===== config.mk =====
export PLATFORM = sky130hd
export DESIGN_NAME = sprite_blitter_flat
export DESIGN_NICKNAME = d
export VERILOG_FILES = /design/src/rtl/chip8_pkg.sv /design/src/rtl/sprite_blitter_if.sv /design/src/rtl/sprite_row_fetch.sv /design/src/rtl/sprite_blitter.sv /design/src/flat_wrapper.sv
export SDC_FILE = /design/constraint.sdc
export NUM_CORES = 1
export LEC_CHECK = 0
export CAP_MARGIN = 30
export CELL_PAD_IN_SITES_DETAIL_PLACEMENT = 0
export CELL_PAD_IN_SITES_GLOBAL_PLACEMENT = 1
export CORE_ASPECT_RATIO = 1.5
export CORE_MARGIN = 4
export CORE_UTILIZATION = 44
export CTS_BUF_LIST = sky130_fd_sc_hd__clkbuf_2
export CTS_CLUSTER_SIZE = 28
export DETAILED_ROUTE_END_ITERATION = 7
export DONT_BUFFER_PORTS = 1
export PLACE_DENSITY_LB_ADDON = 0.08
export SLEW_MARGIN = 30
export SYNTH_ARGS = -nofsm -noshare
export SYNTH_HDL_FRONTEND = slang
export SYNTH_SLANG_ARGS = --single-unit

===== constraint.sdc =====
create_clock -name clk -period 2.8 [get_ports clk]
set_input_delay 0.56 -clock clk [delete_from_list [all_inputs] [get_ports clk]]
set_output_delay 0.56 -clock clk [all_outputs]
set_load 0.005 [all_outputs]

===== src/rtl/chip8_pkg.sv =====
// rtl/chip8_pkg.sv - shared types and geometry defaults for the sprite blitter
package chip8_pkg;

    localparam int DEF_SCREEN_W = 128;
    localparam int DEF_SCREEN_H = 64;
    localparam int DEF_HPOS_W   = 7;
    localparam int DEF_VPOS_W   = 6;

    typedef enum logic [2:0] {
        IDLE,
        FETCH,
        SCAN,
        RD,
        WR,
        DONE
    } blit_state_t;

    // All-ones pixel value for a given depth (a lit pixel), right-justified in a byte.
    function automatic logic [7:0] pixel_on(input int width);
        pixel_on = 8'((1 << width) - 1);
    endfunction

endpackage


===== src/rtl/sprite_blitter_if.sv =====
// rtl/sprite_blitter_if.sv - sprite RAM and VRAM bus between blitter and memories
interface sprite_blitter_if #(
    parameter int ADDR_W  = 12,
    parameter int HPOS_W  = 7,
    parameter int VPOS_W  = 6,
    parameter int PIXEL_W = 2
);
    logic [ADDR_W-1:0]  ram_addr;
    logic [7:0]         ram_dout;
    logic [HPOS_W-1:0]  vram_hpos;
    logic [VPOS_W-1:0]  vram_vpos;
    logic [PIXEL_W-1:0] vram_pixelo;
    logic [PIXEL_W-1:0] vram_pixeli;
    logic               vram_we;

    modport master (
        output ram_addr,
        input  ram_dout,
        output vram_hpos,
        output vram_vpos,
        input  vram_pixelo,
        output vram_pixeli,
        output vram_we
    );

    modport slave (
        input  ram_addr,
        output ram_dout,
        input  vram_hpos,
        input  vram_vpos,
        output vram_pixelo,
        input  vram_pixeli,
        input  vram_we
    );
endinterface


===== src/rtl/sprite_row_fetch.sv =====
// rtl/sprite_row_fetch.sv - reads one sprite row (1 or 2 bytes) into a left-justified shift register
module sprite_row_fetch
    import chip8_pkg::*;
#(
    parameter int ADDR_W = 12
) (
    input  logic              clk,
    input  logic              reset,
    input  logic              active,
    input  logic              two_bytes,
    input  logic              shift,
    input  logic [ADDR_W-1:0] base,
    input  logic [3:0]        row,
    output logic [ADDR_W-1:0] ram_addr,
    input  logic [7:0]        ram_dout,
    output logic [15:0]       pattern,
    output logic              valid
);
    logic [1:0]        cnt;
    logic [ADDR_W-1:0] row_off;

    assign row_off  = two_bytes ? ADDR_W'({row, 1'b0}) : ADDR_W'(row);
    assign ram_addr = base + row_off + ADDR_W'(two_bytes && (cnt != 2'd0));
    assign valid    = active && (cnt == (two_bytes ? 2'd2 : 2'd1));

    // RAM data lags the address by one cycle, so byte k lands when cnt == k+1.
    always_ff @(posedge clk) begin
        if (reset) begin
            cnt     <= 2'd0;
            pattern <= 16'h0000;
        end else if (active) begin
            cnt <= valid ? 2'd0 : cnt + 2'd1;
            if (cnt == 2'd1) pattern <= {ram_dout, 8'h00};
            if (cnt == 2'd2) pattern[7:0] <= ram_dout;
        end else begin
            cnt <= 2'd0;
            if (shift) pattern <= {pattern[14:0], 1'b0};
        end
    end
endmodule


===== src/rtl/sprite_blitter.sv =====
// rtl/sprite_blitter.sv - DXYN sprite draw engine: XOR rows from RAM into VRAM with collision detect
module sprite_blitter
    import chip8_pkg::*;
#(
    parameter int SCREEN_W = DEF_SCREEN_W,
    parameter int SCREEN_H = DEF_SCREEN_H,
    parameter int HPOS_W   = DEF_HPOS_W,
    parameter int VPOS_W   = DEF_VPOS_W,
    parameter int ADDR_W   = 12,
    parameter int PIXEL_W  = 2
) (
    input  logic              clk,
    input  logic              reset,
    input  logic              start,
    input  logic [7:0]        x,
    input  logic [7:0]        y,
    input  logic [3:0]        n,
    input  logic [ADDR_W-1:0] base,
    input  logic              wide,
    input  logic              wrap_en,
    output logic              busy,
    output logic              done,
    output logic              collision,
    sprite_blitter_if.master  bus
);
    blit_state_t state, state_next;

    logic [HPOS_W-1:0] ox;
    logic [VPOS_W-1:0] oy;
    logic              is_wide;
    logic [3:0]        row_last;
    logic [3:0]        row;
    logic [3:0]        col;
    logic [ADDR_W-1:0] base_q;
    logic              wrap_q;
    logic              coll_acc;
    logic              collision_q;
    logic [HPOS_W-1:0] hpos;
    logic [VPOS_W-1:0] vpos;

    logic [15:0]       pattern;
    logic              fetch_valid;
    logic              fetch_active;
    logic              advance;

    logic [HPOS_W:0]   px;
    logic [VPOS_W:0]   py;
    logic              visible;
    logic              draw_pixel;
    logic              col_last;
    blit_state_t       after_col;

    sprite_row_fetch #(.ADDR_W(ADDR_W)) u_fetch (
        .clk       (clk),
        .reset     (reset),
        .active    (fetch_active),
        .two_bytes (is_wide),
        .shift     (advance),
        .base      (base_q),
        .row       (row),
        .ram_addr  (bus.ram_addr),
        .ram_dout  (bus.ram_dout),
        .pattern   (pattern),
        .valid     (fetch_valid)
    );

    // The carry bit of px/py flags a pixel past the right/bottom edge; wrap just drops it.
    assign px         = {1'b0, ox} + (HPOS_W+1)'(col);
    assign py         = {1'b0, oy} + (VPOS_W+1)'(row);
    assign visible    = wrap_q || (!px[HPOS_W] && !py[VPOS_W]);
    assign draw_pixel = pattern[15] && visible;
    assign col_last   = is_wide ? (col == 4'd15) : (col == 4'd7);
    assign after_col  = !col_last ? SCAN : ((row == row_last) ? DONE : FETCH);

    always_comb begin
        state_next   = state;
        fetch_active = 1'b0;
        advance      = 1'b0;
        case (state)
            IDLE:  if (start) state_next = ((n == 4'd0) && !wide) ? DONE : FETCH;
            FETCH: begin
                fetch_active = 1'b1;
                if (fetch_valid) state_next = SCAN;
            end
            SCAN: begin
                if (draw_pixel) begin
                    state_next = RD;
                end else begin
                    advance    = 1'b1;
                    state_next = after_col;
                end
            end
            RD:    state_next = WR;
            WR: begin
                advance    = 1'b1;
                state_next = after_col;
            end
            DONE:    state_next = IDLE;
            default: state_next = IDLE;
        endcase
    end

    always_ff @(posedge clk) begin
        if (reset) begin
            state       <= IDLE;
            ox          <= '0;
            oy          <= '0;
            is_wide     <= 1'b0;
            row_last    <= 4'd0;
            row         <= 4'd0;
            col         <= 4'd0;
            base_q      <= '0;
            wrap_q      <= 1'b0;
            coll_acc    <= 1'b0;
            collision_q <= 1'b0;
            hpos        <= '0;
            vpos        <= '0;
        end else begin
            state <= state_next;
            case (state)
                IDLE: if (start) begin
                    ox       <= HPOS_W'(x);
                    oy       <= VPOS_W'(y);
                    is_wide  <= wide && (n == 4'd0);
                    row_last <= (wide && (n == 4'd0)) ? 4'd15 : n - 4'd1;
                    base_q   <= base;
                    wrap_q   <= wrap_en;
                    coll_acc <= 1'b0;
                    row      <= 4'd0;
                    col      <= 4'd0;
                end
                SCAN: if (draw_pixel) begin
                    hpos <= px[HPOS_W-1:0];
                    vpos <= py[VPOS_W-1:0];
                end
                WR:   if (bus.vram_pixelo != '0) coll_acc <= 1'b1;
                DONE: collision_q <= coll_acc;
                default: ;
            endcase
            if (advance) begin
                if (col_last) begin
                    col <= 4'd0;
                    row <= row + 4'd1;
                end else begin
                    col <= col + 4'd1;
                end
            end
        end
    end

    assign busy            = (state == FETCH) || (state == SCAN) || (state == RD) || (state == WR);
    assign done            = (state == DONE);
    assign collision       = done ? coll_acc : collision_q;
    assign bus.vram_hpos   = hpos;
    assign bus.vram_vpos   = vpos;
    assign bus.vram_we     = (state == WR);
    assign bus.vram_pixeli = (state == WR) ? (bus.vram_pixelo ^ PIXEL_W'(pixel_on(PIXEL_W))) : '0;
endmodule


===== src/flat_wrapper.sv =====
// flat-port wrapper written by rule: the top's interface ports become plain ports
module sprite_blitter_flat import chip8_pkg::*;
#(
    parameter int SCREEN_W = DEF_SCREEN_W,
    parameter int SCREEN_H = DEF_SCREEN_H,
    parameter int HPOS_W   = DEF_HPOS_W,
    parameter int VPOS_W   = DEF_VPOS_W,
    parameter int ADDR_W   = 12,
    parameter int PIXEL_W  = 2
)
  (clk, reset, start, x, y, n, base, wide, wrap_en, busy, done, collision, bus_ram_addr, bus_ram_dout, bus_vram_hpos, bus_vram_vpos, bus_vram_pixelo, bus_vram_pixeli, bus_vram_we);
  sprite_blitter_if #(.ADDR_W(ADDR_W), .HPOS_W(HPOS_W), .VPOS_W(VPOS_W), .PIXEL_W(PIXEL_W)) bus_i ();
  input  logic clk;
  input  logic reset;
  input  logic start;
  input  logic [7:0] x;
  input  logic [7:0] y;
  input  logic [3:0] n;
  input  logic [ADDR_W-1:0] base;
  input  logic wide;
  input  logic wrap_en;
  output logic busy;
  output logic done;
  output logic collision;
  output wire logic [$bits(bus_i.ram_addr)-1:0] bus_ram_addr;
  input wire logic [$bits(bus_i.ram_dout)-1:0] bus_ram_dout;
  output wire logic [$bits(bus_i.vram_hpos)-1:0] bus_vram_hpos;
  output wire logic [$bits(bus_i.vram_vpos)-1:0] bus_vram_vpos;
  input wire logic [$bits(bus_i.vram_pixelo)-1:0] bus_vram_pixelo;
  output wire logic [$bits(bus_i.vram_pixeli)-1:0] bus_vram_pixeli;
  output wire logic [$bits(bus_i.vram_we)-1:0] bus_vram_we;
  assign bus_ram_addr = bus_i.ram_addr;
  assign bus_i.ram_dout = bus_ram_dout;
  assign bus_vram_hpos = bus_i.vram_hpos;
  assign bus_vram_vpos = bus_i.vram_vpos;
  assign bus_i.vram_pixelo = bus_vram_pixelo;
  assign bus_vram_pixeli = bus_i.vram_pixeli;
  assign bus_vram_we = bus_i.vram_we;
  sprite_blitter #(.SCREEN_W(SCREEN_W), .SCREEN_H(SCREEN_H), .HPOS_W(HPOS_W), .VPOS_W(VPOS_W), .ADDR_W(ADDR_W), .PIXEL_W(PIXEL_W)) u_core (.clk(clk), .reset(reset), .start(start), .x(x), .y(y), .n(n), .base(base), .wide(wide), .wrap_en(wrap_en), .busy(busy), .done(done), .collision(collision), .bus(bus_i));
endmodule

==> metrics.txt <==
outcome complete, but fails checks; violated checks setup timing; number of antenna violations at the first check in global routing 1; Final Cell Area just over 0.005 mm2; FFs w/ async S/R, synth 0; total placed instance area between 0.004 and 0.005 mm2; worst slew slack as a fraction of its limit 0.558; num ports between 70 and 80; later-pin clock latency in the skew report 0.56 ns; maximum number of buffers from clock root to sink 2; core outline area 0.00980 mm2; wire length of the first global-routing pass ~21 mm; die span in y 131 um; post-synthesis instance area 0.00446 mm2; Setup-failing EPs final 9; PD cells approximately 600 mW/mm2; starting DRC count in detailed routing about 130; per-instance average area after synthesis just under 8 um2; worst endpoint required time 2.24 ns; final setup skew 0.0392 ns; total of warnings raised by yosys 0; number of max-slew violations in the final report 0; IR drop worst, VDD 301 uV; setup repair after global routing missed its margin yes; fraction of the yosys area taken by sequential cells 0.337; main flop type after synthesis dfxtp_1; number of enable-type register cells in the synthesized netlist 0; total number of clock tree sinks 75; Leakage Power 1.98 nW; number of nets in the layout roughly 660; Crit path arrival time roughly 2.7 ns; H-tree depth reported by CTS 3; Post-DP HPWL slightly below 9 mm; number of global-route vias before repair just over 4,000; Placer Congestion 0.890; PortBufs 0; final global-route overflow total 0; DRT Wirelength between 10 and 15 mm; horizontal die dimension ~90 um; biggest area contributors in the synthesized netlist dfxtp_1 (34%), nand2_1 (10%), a21oi_1 (6.0%); Antenna Violating Nets Remaining 0; DIE AREA between 0.01 and 0.015 mm2; Critical Setup Path Class flop to output port; effective utilization at floorplan 0.455; cell count after synthesis a little under 600; Vias approximately 4,100; hold violation total from the final report 0; number of buffers created by CTS 9; CTS tree yes; Tightest Hold Check Type input port to flop; First-pass DRT Iterations 4; critical path launch point type flop; CTS clk-pin slew, worst paths approximately 0.24 ns; DRC violation count after routing 0; critical path capture point type output port; number of rows in the core area 44; syn nets roughly 650; overall fraction of global-route tracks in use 0.216; register bit total from synthesis 75; maximum net fanout on the critical path 3; fraction of layout cells with a size suffix above 1 0.172; post-synthesis cell type with the largest combined area dfxtp_1; max-cap violations 0; tightest hold margin 0.0325 ns; achievable clock frequency 309 MHz; area fraction of the dominant cell type after synthesis 0.337; area growth from synthesis to final layout 14.5%; maximum number of pins on one net before global-route repair 35; routed wire length per instance roughly 18 um; min cycle time layout between 3 and 4 ns; period utilization 1.16; final worst setup slack -0.435 ns; Avg Vias per Cell just under 6; number of distinct library cell variants in the gate-level netlist after synthesis between 50 and 60; CTS root buf clkbuf_2; transition time at the pin with the least slew margin between 0.6 and 0.7 ns
-- worst max-delay path, cell delays in order, from the launching register on --
cell and delay, ns:
dfxtp_2 0.38, inv_2 0.07, ha_4 0.13, nor2b_2 0.04
fa_2 0.35, fa_2 0.37, a21oi_2 0.18, o21bai_2 0.10
a21oi_2 0.23, nand2b_4 0.17, xnor2_2 0.12
-- repair_timing --
action,CTS,global route
setup endpoints to repair,12,12
hold endpoints to repair,31,4
setup buffers,6,4
pin swaps,12,7
hold buffers,3,1
resized for setup,36,13
-- layout by cell type (no fill, tap or decap), types with 10 or more instances in the layout --
master	count
buf_4	33
ha_1	16
nand3_1	14
a21oi_1	49
nand2_1	122
dfxtp_1	69
inv_1	24
mux2i_1	10
o31ai_1	10
nor2_1	28
o21ai_0	26
-- per-stage QoR --
step / total power [mW] / utilization / setup slack, ns / TNS [ns] / std cells
global placement: 2.34 / 0.475 / 0.0164 / 0 / 684
floorplan: 2.08 / - / 0.0314 / 0 / 578
detailed placement: 2.36 / 0.475 / -0.0514 / -0.102 / 684
CTS: 3.07 / 0.509 / -0.439 / -2.65 / 708
global route: 3.28 / 0.521 / -0.625 / -4.41 / 714
finish: 3.07 / 0.521 / -0.435 / -2.70 / 714
-- state kept, by name, indices dropped and copies added, names as in the netlist --
signal and count:
u_core.u_fetch.pattern 16, u_core.base_q 12, u_core.bus.vram_hpos 7, u_core.ox 7
u_core.bus.vram_vpos 6, u_core.oy 6, u_core.col 4, u_core.row 4
u_core.row_last 4, u_core.state 3, u_core.u_fetch.cnt 2, u_core.coll_acc 1
u_core.collision_q 1, u_core.is_wide 1, u_core.wrap_q 1
-- worst paths after layout --
| path | start | to | slack (ns) | depth (start not counted) |
|---|---|---|---|---|
| hold reg to reg | u_core.oy[0]$_SDFFE_PP0P_ | u_core.oy[0]$_SDFFE_PP0P_ | 0.47 | 2 |
| setup / recovery | u_core.u_fetch.cnt[0]$_SDFF_PP0_ | bus_ram_addr[6] | -0.43 | 10 |
| setup reg to reg | u_core.row[0]$_SDFF_PP0_ | u_core.u_fetch.pattern[15]$_SDFFE_PP0P_ | 0.17 | 9 |
| hold / removal | reset | u_core.state[0]$_SDFFE_PP0P_ | 0.03 | 1 |
-- report_power, final --
part           switching (mW)  leakage (nW)  internal, mW
sequential              0.163         0.612          1.19
clock                   0.433        0.0685         0.210
combinational           0.656          1.30         0.422
total                    1.25          1.98          1.82
-- cell type report --
class                   instances  area [um2]
clock inverters                 7        76.3
multi-input cells             440        2890
repair buffers                 40         332
well taps                     115         144
diodes                          1        2.50
clock buffers                   9        45.0
fillers                       995        4700
inverters                      27         101
flip-flops and latches         75        1510
-- synth_stat cells (3+ instances only) --
cell,count
nor2b_1,5
o221ai_1,7
xnor2_1,13
o31ai_1,10
o311ai_0,3
nor3_1,10
mux2i_1,10
a211o_1,3
ha_1,18
a21o_1,6
nand4_1,9
dfxtp_1,75
fa_1,4
inv_1,26
a211oi_1,8
nand3_1,14
xor2_1,9
nand2b_1,9
nand2_1,122
o2111ai_1,4
nor2_1,29
mux2_2,7
nor3b_1,6
buf_2,9
o211ai_1,8
a41oi_1,3
a31oi_1,9
o21ai_0,28
clkbuf_1,25
or2_2,4
and2_1,3
a21oi_1,53
-- kinds of logic after synthesis --
family | Yosys count | share of synthesized area
and+or+nand+nor | 221 | 0.224
AOI/OAI and AO/OA | 157 | 0.228
DFF | 75 | 0.337
buffers and inverters | 63 | 0.0573
adders and majority gates | 23 | 0.0707
xor gates and xnor gates | 22 | 0.0432
muxes | 17 | 0.0401
-- routing by layer --
| metal | track usage | wire length [um] | vias up |
|---|---|---|---|
| li1 | - | - | 2071 |
| met1 | 0.235 | 5100 | 1945 |
| met2 | 0.401 | 6860 | 84 |
| met3 | 0.0492 | 626 | 15 |
| met4 | 0.0852 | 264 | 0 |
| met5 | 0 | 0 | - |
No activity file was read; power rests on OpenSTA's default activity.
